===== src/rtl/regfile_ctrl_if.sv =====
// -----------------------------------------------------------------------------
// regfile_ctrl_if
// Byte-wide command and response channels between a host and regfile_ctrl.
//
// Handshake: a byte moves on a rising clk edge where valid and ready are both
// high. The source holds valid and data stable until that edge. The sink may
// change ready freely. valid never waits on ready.
//
// Signals:
//   cmd_valid / cmd_ready / cmd_data[7:0]  host -> controller command bytes
//   rsp_valid / rsp_ready / rsp_data[7:0]  controller -> host response bytes
// Modports:
//   master : host side (drives cmd_*, rsp_ready)
//   slave  : controller side (drives cmd_ready, rsp_valid, rsp_data)
// -----------------------------------------------------------------------------
interface regfile_ctrl_if;
    logic       cmd_valid;
    logic       cmd_ready;
    logic [7:0] cmd_data;
    logic       rsp_valid;
    logic       rsp_ready;
    logic [7:0] rsp_data;

    modport master (
        output cmd_valid, cmd_data, rsp_ready,
        input  cmd_ready, rsp_valid, rsp_data
    );

    modport slave (
        input  cmd_valid, cmd_data, rsp_ready,
        output cmd_ready, rsp_valid, rsp_data
    );
endinterface


===== src/rtl/regfile_ctrl.sv =====
// -----------------------------------------------------------------------------
// regfile_ctrl
// Command-driven controller for an external 8 x 4-bit register file.
// Command byte 1: [7:6] opcode (00 READ, 01 WRITE, 10 ADD, 11 CLEAR),
// [5:3] field A, [2:0] field B. WRITE and ADD take a second byte.
//
// Ports:
//   clk           rising-edge clock
//   rst_n         synchronous active-low reset
//   bus           regfile_ctrl_if.slave (cmd/rsp byte channels)
//   rf_read_reg1  read address 1         rf_read_data1  async read data 1
//   rf_read_reg2  read address 2         rf_read_data2  async read data 2
//   rf_write_reg  write address          rf_write_data  write data
//   rf_we         write enable (taken by the register file at the next edge)
//   dbg_state     current FSM state
//
// Every rf_* and rsp_* output comes straight from a register. Address 0 is
// never written: a WRITE/ADD to register 0 still spends its WB cycle, with
// rf_we held low.
// -----------------------------------------------------------------------------
module regfile_ctrl #(
    parameter logic [7:0] ACK_CODE = 8'hA5
) (
    input  logic                clk,
    input  logic                rst_n,
    regfile_ctrl_if.slave       bus,
    output logic [2:0]          rf_read_reg1,
    output logic [2:0]          rf_read_reg2,
    input  logic [3:0]          rf_read_data1,
    input  logic [3:0]          rf_read_data2,
    output logic [2:0]          rf_write_reg,
    output logic [3:0]          rf_write_data,
    output logic                rf_we,
    output logic [2:0]          dbg_state
);

    localparam logic [2:0] S_IDLE = 3'd0;
    localparam logic [2:0] S_ARG  = 3'd1;
    localparam logic [2:0] S_EXEC = 3'd2;
    localparam logic [2:0] S_WB   = 3'd3;
    localparam logic [2:0] S_CLR  = 3'd4;
    localparam logic [2:0] S_RESP = 3'd5;

    localparam logic [1:0] OP_READ  = 2'b00;
    localparam logic [1:0] OP_WRITE = 2'b01;
    localparam logic [1:0] OP_ADD   = 2'b10;
    localparam logic [1:0] OP_CLEAR = 2'b11;

    logic [2:0] state_q, state_d;
    logic [1:0] op_q, op_d;
    logic [2:0] dest_q, dest_d;
    logic [4:0] sum_q, sum_d;
    logic [2:0] cnt_q, cnt_d;
    logic       rsp_valid_q, rsp_valid_d;
    logic [7:0] rsp_data_q, rsp_data_d;
    logic [2:0] rd1_q, rd1_d;
    logic [2:0] rd2_q, rd2_d;
    logic [2:0] wreg_q, wreg_d;
    logic [3:0] wdata_q, wdata_d;
    logic       we_q, we_d;

    always_comb begin
        state_d     = state_q;
        op_d        = op_q;
        dest_d      = dest_q;
        sum_d       = sum_q;
        cnt_d       = cnt_q;
        rsp_valid_d = rsp_valid_q;
        rsp_data_d  = rsp_data_q;
        rd1_d       = rd1_q;
        rd2_d       = rd2_q;
        wreg_d      = wreg_q;
        wdata_d     = wdata_q;
        we_d        = 1'b0;

        case (state_q)
            S_IDLE: begin
                if (bus.cmd_valid) begin
                    op_d = bus.cmd_data[7:6];
                    case (bus.cmd_data[7:6])
                        OP_READ: begin
                            rd1_d   = bus.cmd_data[5:3];
                            rd2_d   = bus.cmd_data[2:0];
                            state_d = S_EXEC;
                        end
                        OP_WRITE, OP_ADD: begin
                            dest_d  = bus.cmd_data[5:3];
                            state_d = S_ARG;
                        end
                        default: begin
                            // CLEAR: first write (address 1) goes out on the
                            // very next cycle, so the sweep starts here.
                            cnt_d   = 3'd1;
                            we_d    = 1'b1;
                            wreg_d  = 3'd1;
                            wdata_d = 4'd0;
                            state_d = S_CLR;
                        end
                    endcase
                end
            end

            S_ARG: begin
                if (bus.cmd_valid) begin
                    if (op_q == OP_WRITE) begin
                        we_d    = (dest_q != 3'd0);
                        wreg_d  = dest_q;
                        wdata_d = bus.cmd_data[3:0];
                        state_d = S_WB;
                    end else begin
                        rd1_d   = bus.cmd_data[5:3];
                        rd2_d   = bus.cmd_data[2:0];
                        state_d = S_EXEC;
                    end
                end
            end

            S_EXEC: begin
                if (op_q == OP_READ) begin
                    rsp_data_d  = {rf_read_data2, rf_read_data1};
                    rsp_valid_d = 1'b1;
                    state_d     = S_RESP;
                end else begin
                    sum_d   = {1'b0, rf_read_data1} + {1'b0, rf_read_data2};
                    we_d    = (dest_q != 3'd0);
                    wreg_d  = dest_q;
                    wdata_d = sum_d[3:0];
                    state_d = S_WB;
                end
            end

            S_WB: begin
                if (op_q == OP_ADD) begin
                    rsp_data_d  = {3'b000, sum_q};
                    rsp_valid_d = 1'b1;
                    state_d     = S_RESP;
                end else begin
                    state_d = S_IDLE;
                end
            end

            S_CLR: begin
                if (cnt_q == 3'd7) begin
                    rsp_data_d  = ACK_CODE;
                    rsp_valid_d = 1'b1;
                    state_d     = S_RESP;
                end else begin
                    cnt_d   = cnt_q + 3'd1;
                    we_d    = 1'b1;
                    wreg_d  = cnt_q + 3'd1;
                    wdata_d = 4'd0;
                end
            end

            S_RESP: begin
                if (bus.rsp_ready) begin
                    rsp_valid_d = 1'b0;
                    state_d     = S_IDLE;
                end
            end

            default: begin
                state_d = S_IDLE;
            end
        endcase
    end

    always_ff @(posedge clk) begin
        if (!rst_n) begin
            state_q     <= S_IDLE;
            op_q        <= 2'd0;
            dest_q      <= 3'd0;
            sum_q       <= 5'd0;
            cnt_q       <= 3'd0;
            rsp_valid_q <= 1'b0;
            rsp_data_q  <= 8'd0;
            rd1_q       <= 3'd0;
            rd2_q       <= 3'd0;
            wreg_q      <= 3'd0;
            wdata_q     <= 4'd0;
            we_q        <= 1'b0;
        end else begin
            state_q     <= state_d;
            op_q        <= op_d;
            dest_q      <= dest_d;
            sum_q       <= sum_d;
            cnt_q       <= cnt_d;
            rsp_valid_q <= rsp_valid_d;
            rsp_data_q  <= rsp_data_d;
            rd1_q       <= rd1_d;
            rd2_q       <= rd2_d;
            wreg_q      <= wreg_d;
            wdata_q     <= wdata_d;
            we_q        <= we_d;
        end
    end

    assign bus.cmd_ready = (state_q == S_IDLE) || (state_q == S_ARG);
    assign bus.rsp_valid = rsp_valid_q;
    assign bus.rsp_data  = rsp_data_q;
    assign rf_read_reg1  = rd1_q;
    assign rf_read_reg2  = rd2_q;
    assign rf_write_reg  = wreg_q;
    assign rf_write_data = wdata_q;
    assign rf_we         = we_q;
    assign dbg_state     = state_q;

endmodule


===== src/flat_wrapper.sv =====
// flat-port wrapper written by rule: the top's interface ports become plain ports
module regfile_ctrl_flat 
#(
    parameter logic [7:0] ACK_CODE = 8'hA5
)
  (clk, rst_n, rf_read_reg1, rf_read_reg2, rf_read_data1, rf_read_data2, rf_write_reg, rf_write_data, rf_we, dbg_state, bus_cmd_valid, bus_cmd_data, bus_rsp_ready, bus_cmd_ready, bus_rsp_valid, bus_rsp_data);
  regfile_ctrl_if bus_i ();
  input  logic clk;
  input  logic rst_n;
  output logic [2:0] rf_read_reg1;
  output logic [2:0] rf_read_reg2;
  input  logic [3:0] rf_read_data1;
  input  logic [3:0] rf_read_data2;
  output logic [2:0] rf_write_reg;
  output logic [3:0] rf_write_data;
  output logic rf_we;
  output logic [2:0] dbg_state;
  input wire logic [$bits(bus_i.cmd_valid)-1:0] bus_cmd_valid;
  input wire logic [$bits(bus_i.cmd_data)-1:0] bus_cmd_data;
  input wire logic [$bits(bus_i.rsp_ready)-1:0] bus_rsp_ready;
  output wire logic [$bits(bus_i.cmd_ready)-1:0] bus_cmd_ready;
  output wire logic [$bits(bus_i.rsp_valid)-1:0] bus_rsp_valid;
  output wire logic [$bits(bus_i.rsp_data)-1:0] bus_rsp_data;
  assign bus_i.cmd_valid = bus_cmd_valid;
  assign bus_i.cmd_data = bus_cmd_data;
  assign bus_i.rsp_ready = bus_rsp_ready;
  assign bus_cmd_ready = bus_i.cmd_ready;
  assign bus_rsp_valid = bus_i.rsp_valid;
  assign bus_rsp_data = bus_i.rsp_data;
  regfile_ctrl #(.ACK_CODE(ACK_CODE)) u_core (.clk(clk), .rst_n(rst_n), .bus(bus_i), .rf_read_reg1(rf_read_reg1), .rf_read_reg2(rf_read_reg2), .rf_read_data1(rf_read_data1), .rf_read_data2(rf_read_data2), .rf_write_reg(rf_write_reg), .rf_write_data(rf_write_data), .rf_we(rf_we), .dbg_state(dbg_state));
endmodule

===== config.mk =====
export PLATFORM = sky130hd
export DESIGN_NAME = regfile_ctrl_flat
export DESIGN_NICKNAME = d
export VERILOG_FILES = /design/src/rtl/regfile_ctrl_if.sv /design/src/rtl/regfile_ctrl.sv /design/src/flat_wrapper.sv
export SDC_FILE = /design/constraint.sdc
export NUM_CORES = 1
export LEC_CHECK = 0
export CAP_MARGIN = 20
export CORE_ASPECT_RATIO = 1.25
export CORE_MARGIN = 5
export CORE_UTILIZATION = 50
export DETAILED_ROUTE_END_ITERATION = 6
export DONT_BUFFER_PORTS = 1
export HOLD_SLACK_MARGIN = 0.12
export PLACE_DENSITY = 0.72
export RECOVER_POWER = 100
export SYNTH_ARGS = -nofsm -noshare
export SYNTH_HDL_FRONTEND = slang
export SYNTH_SLANG_ARGS = --single-unit

===== constraint.sdc =====
create_clock -name clk -period 1.6 [get_ports clk]
set_input_delay 0.48 -clock clk [delete_from_list [all_inputs] [get_ports clk]]
set_output_delay 0.48 -clock clk [all_outputs]
set_load 0.03 [all_outputs]

==> qor_table.md <==
| Group | Item | Value |
|:---|:---|:---|
| min path | Cell depth of the worst min-delay path | 1 |
| worst setup path | Reg-to-reg critical path endpoint | u_core.bus.rsp_data[4]$_SDFFE_PN0P_ |
| power and ir drop | Cell area power density | 989 nW/um2 |
| finish | Ratio of cells with drive above 1 in the final layout | 0.186 |
| clock network | Clock buffer count from CTS | 5 |
| min path | Path class of the lowest-slack min-delay path | primary input to register |
| worst setup path | Endpoint kind of the worst setup timing path | output port |
| worst setup path | Required @ worst endpoint | 1.12 ns |
| clock network | CTS tree | done |
| routing | Avg Vias per Cell | 5.66 |
| floorplanning | DIE AREA | 6100 um2 |
| floorplanning | Site Rows | 27 |
| synth | Syn. warnings | 0 |
| routing | Average detailed-routed wire length per instance | 16.1 um |
| synth | Cell accounting for the most synthesized area | sky130_fd_sc_hd__dfxtp_1 |
| routing | Post-detailed-route count of antenna-violating nets | 0 |
| clock network | Reg clk slew, reported paths | 0.07 ns |
| grt | GRT Util Overall | 0.184 |
| synth | Post-synthesis register bit count | 39 |
| floorplanning | Height of the chip | 86.1 um |
| sta | Setup violators final | 0 |
| routing | Via count | 1907 |
| synth | Share of the synthesized area in the top cell type | 0.337 |
| job | Number of max-cap violations | 0 |
| finish | Top library cells by usage in the layout, fill and taps aside | sky130_fd_sc_hd__dfxtp_1 (36), sky130_fd_sc_hd__nand2_1 (28), sky130_fd_sc_hd__mux2i_1 (24) |
| finish | Leading cell type in the layout, fill and taps excluded | sky130_fd_sc_hd__dfxtp_1 |
| finish | Area used by multi-input combinational logic | 1460 um2 |
| worst setup path | Worst R2R Path Depth | 4 |
| synth | Compound-Gate Fraction of Synth Area | 0.184 |
| grt | Global-route wire length before repair | 9.10 mm |
| synth | Post-synth net total | 292 |
| synth | Main flop type after synthesis | sky130_fd_sc_hd__dfxtp_1 |
| placement | Setup slack after placement | -0.0689 ns |
| clock network | Hold-fix buffers at CTS | 0 |
| routing | Total routed wirelength | 5.44 mm |
| sta | Final critical-path share of the clock period | 0.984 |
| grt | Number of antenna violations at the first check in global routing | 0 |
| min path | Worst min-delay path startpoint | rst_n |
| worst setup path | Startpoint type of the worst setup path | register |
| sta | Top achievable clock speed | 0.635 GHz |
| floorplanning | Core area | 4460 um2 |
| sta | RSZ-0062 raised after global routing | yes |
| placement | Routability-driven placement congestion ratio | 0.821 |
| finish | Register cell area after layout | 790 um2 |
| grt | Global routing's busiest layer | met2 |
| synth | Mapped Avg Cell Area | 8.84 um2 |
| worst setup path | Type of the setup path with the least slack | register to output port |
| worst setup path | Crit path max fanout | 9 |
| synth | Multiplexer area fraction after synthesis | 0.104 |
| floorplanning | Effective utilization at floorplan | 0.520 |
| clock network | Root Buffer | sky130_fd_sc_hd__clkbuf_8 |
| routing | Number of DRC markers in iteration 0 | 69 |
| grt | Met3 global-route usage | 0.0539 |
| grt | Largest net degree at the start of global routing | 51 |
| finish | Number of standard cells in the final layout excluding fillers | 337 |
| synth | Top cells by area, synth | sky130_fd_sc_hd__dfxtp_1 (34%), sky130_fd_sc_hd__mux2i_1 (10%), sky130_fd_sc_hd__ha_1 (4.9%) |
| sta | Clock period minus worst slack | 1.57 ns |
| synth | Count of unique library cells instantiated by Yosys | 53 |
| floorplanning | Die Width | 70.9 um |
| sta | Post-route setup slack | 0.0254 ns |
| placement | Detail Placement HPWL | 4.16 mm |
| routing | Pre-antenna DRT Iters | 4 |
| routing | DRC viols | 0 |
| finish | Number of flip-flops under the largest register name | 8 |
| power and ir drop | Final Total Pwr | 2.61 mW |
| clock network | CTS Sinks | 39 |
| synth | Combinational family with the most area after synthesis | simple AND/OR/NAND/NOR gates |
| clock network | Clock latency of the later-clocked register in the worst-skew pair | 0.29 ns |
| floorplanning | IO Pins | 47 |
| sta | Worst relative slew slack | 0.727 |
| sta | Sum of negative setup slack | 0 ns |
| outcome | Status | finished clean |
| finish | Number of antenna repair diodes | 0 |
| power and ir drop | Lkg Pwr | 1.11 nW |
| grt | GRT met2 Usage | 0.323 |
| synth | Post-synthesis share of cell area spent on full adders, half adders and majority gates | 0.0572 |
| placement | Placed instance count | 328 |
| synth | Count of flip-flops with a built-in enable after synthesis | 0 |
| synth | Post-Synth XOR/XNOR Area | 0.0113 |
| sta | Hold Violations, Final | 0 |
| sta | Final Slew Violations | 0 |
| worst setup path | Arrival time at the worst endpoint | 1.09 ns |
| finish | Area growth syn-to-layout | 13.9% |
| synth | FFs w/ async S/R, synth | 0 |
| sta | Worst Skew | 0.00420 ns |
| grt | Remaining Overflow, GRT | 0 |
| finish | Final-layout fill cell count | 410 |
| synth | Area fraction in and, or, nand and nor cells after synthesis | 0.253 |
| min path | Hold Crit Endpoint | u_core.sum_q[1]$_SDFFE_PN0P_ |
| grt | Via count of the first global-routing pass | 1889 |
| sta | Transition time of the tightest slew-check pin | 0.409 ns |
| synth | Synthesized cell area | 2320 um2 |
| synth | Post-Synthesis Cells | 262 |
| synth | Part of the Yosys area used for sequential elements | 0.337 |
| grt | Met1 track demand over resource | 0.211 |
| worst setup path | Slack of the worst reg-to-reg path | 0.08 ns |
| clock network | Maximum number of buffers from clock root to sink | 2 |
| finish | Net count reported at finish | 308 |
| clock network | H-tree depth reported by CTS | 2 |
| placement | Port Buf Inserts | 0 |
| worst setup path | RR Startpoint | u_core.dbg_state[2]$_SDFFE_PN0P_ |
| power and ir drop | Maximum vdd ir drop | 0.552 mV |
## metrics by stage
step | util | area [um2] | hold WS (ns)
3_3_place_gp | 0.562 | 2510 | 0.460
2_1_floorplan | - | 2340 | 0.447
6_report | 0.592 | 2640 | 0.315
5_1_grt | 0.592 | 2640 | 0.303
3_5_place_dp | 0.562 | 2510 | 0.462
4_1_cts | 0.582 | 2590 | 0.309
## cell usage after synthesis (all sizes together), types with 3 or more instances
cell type and instances:
inv 12, nor3 6, o21ai 13, nor2b 16, o211a 3, a22o 5
dfxtp 39, clkbuf 5, nand2 28, mux2i 24, nor2 13, o311a 3
nand3 8, a21boi 4, or3 4, a21oi 15, nand3b 5, nand2b 5
ha 9, buf 10, and2 4
## logic make-up (layout without fill, tap and decap cells)
kind of cell    count (synthesis)  in the layout
mux                            24             24
fa+ha+maj                      10             10
xor+xnor                        3              3
flops                          39             39
buf+inv                        27             44
simple gates                  100            100
compound gates                 59             59
## power breakdown
group | leakage, nW | switching (mW) | internal [mW] | total (mW)
clock | 0.0422 | 0.325 | 0.306 | 0.631
combinational | 0.752 | 0.396 | 0.370 | 0.766
sequential | 0.319 | 0.166 | 1.05 | 1.21
total | 1.11 | 0.888 | 1.72 | 2.61
## per-layer routing
layer | vias up | part of all wire
li1 | 964 | -
met1 | 888 | 0.42
met2 | 46 | 0.50
met3 | 9 | 0.058
met4 | 0 | 0.020
met5 | - | 0
## what timing repair did
action,4_1_cts,5_1_grt
setup endpoints to repair,1,16
resized for setup,2,9
pin swaps,0,3
setup buffers,0,1
## worst max-delay path by stage
stage / start / endpoint / depth (start not counted)
after floorplan: u_core.dbg_state[2]$_SDFFE_PN0P_ / u_core.bus.rsp_data[0]$_SDFFE_PN0P_ / 5
after CTS: u_core.dbg_state[2]$_SDFFE_PN0P_ / bus_cmd_ready / 3
after global placement: rf_read_data1[0] / u_core.rf_write_data[2]$_SDFFE_PN0P_ / 7
after global routing: u_core.dbg_state[2]$_SDFFE_PN0P_ / u_core.rf_read_reg1[0]$_SDFFE_PN0P_ / 5
after detailed placement: rf_read_data1[0] / u_core.rf_write_data[2]$_SDFFE_PN0P_ / 7
final: u_core.dbg_state[2]$_SDFFE_PN0P_ / bus_cmd_ready / 3
## worst max-delay path, cell delays in order, from the launching register on
cell	delay (ns)
sky130_fd_sc_hd__dfxtp_4	0.38
sky130_fd_sc_hd__buf_6	0.17
sky130_fd_sc_hd__nor2_4	0.10
sky130_fd_sc_hd__buf_6	0.15
## cell type report
type                       count  share of cell area
clock buffer                   7              0.0289
clock inverter                 1             0.00190
inverter                      12              0.0171
multi-input combinational    196               0.552
sequential                    39               0.299
tap                           58              0.0275
timing repair buffer          24              0.0739
No activity file was read; power rests on OpenSTA's default activity.
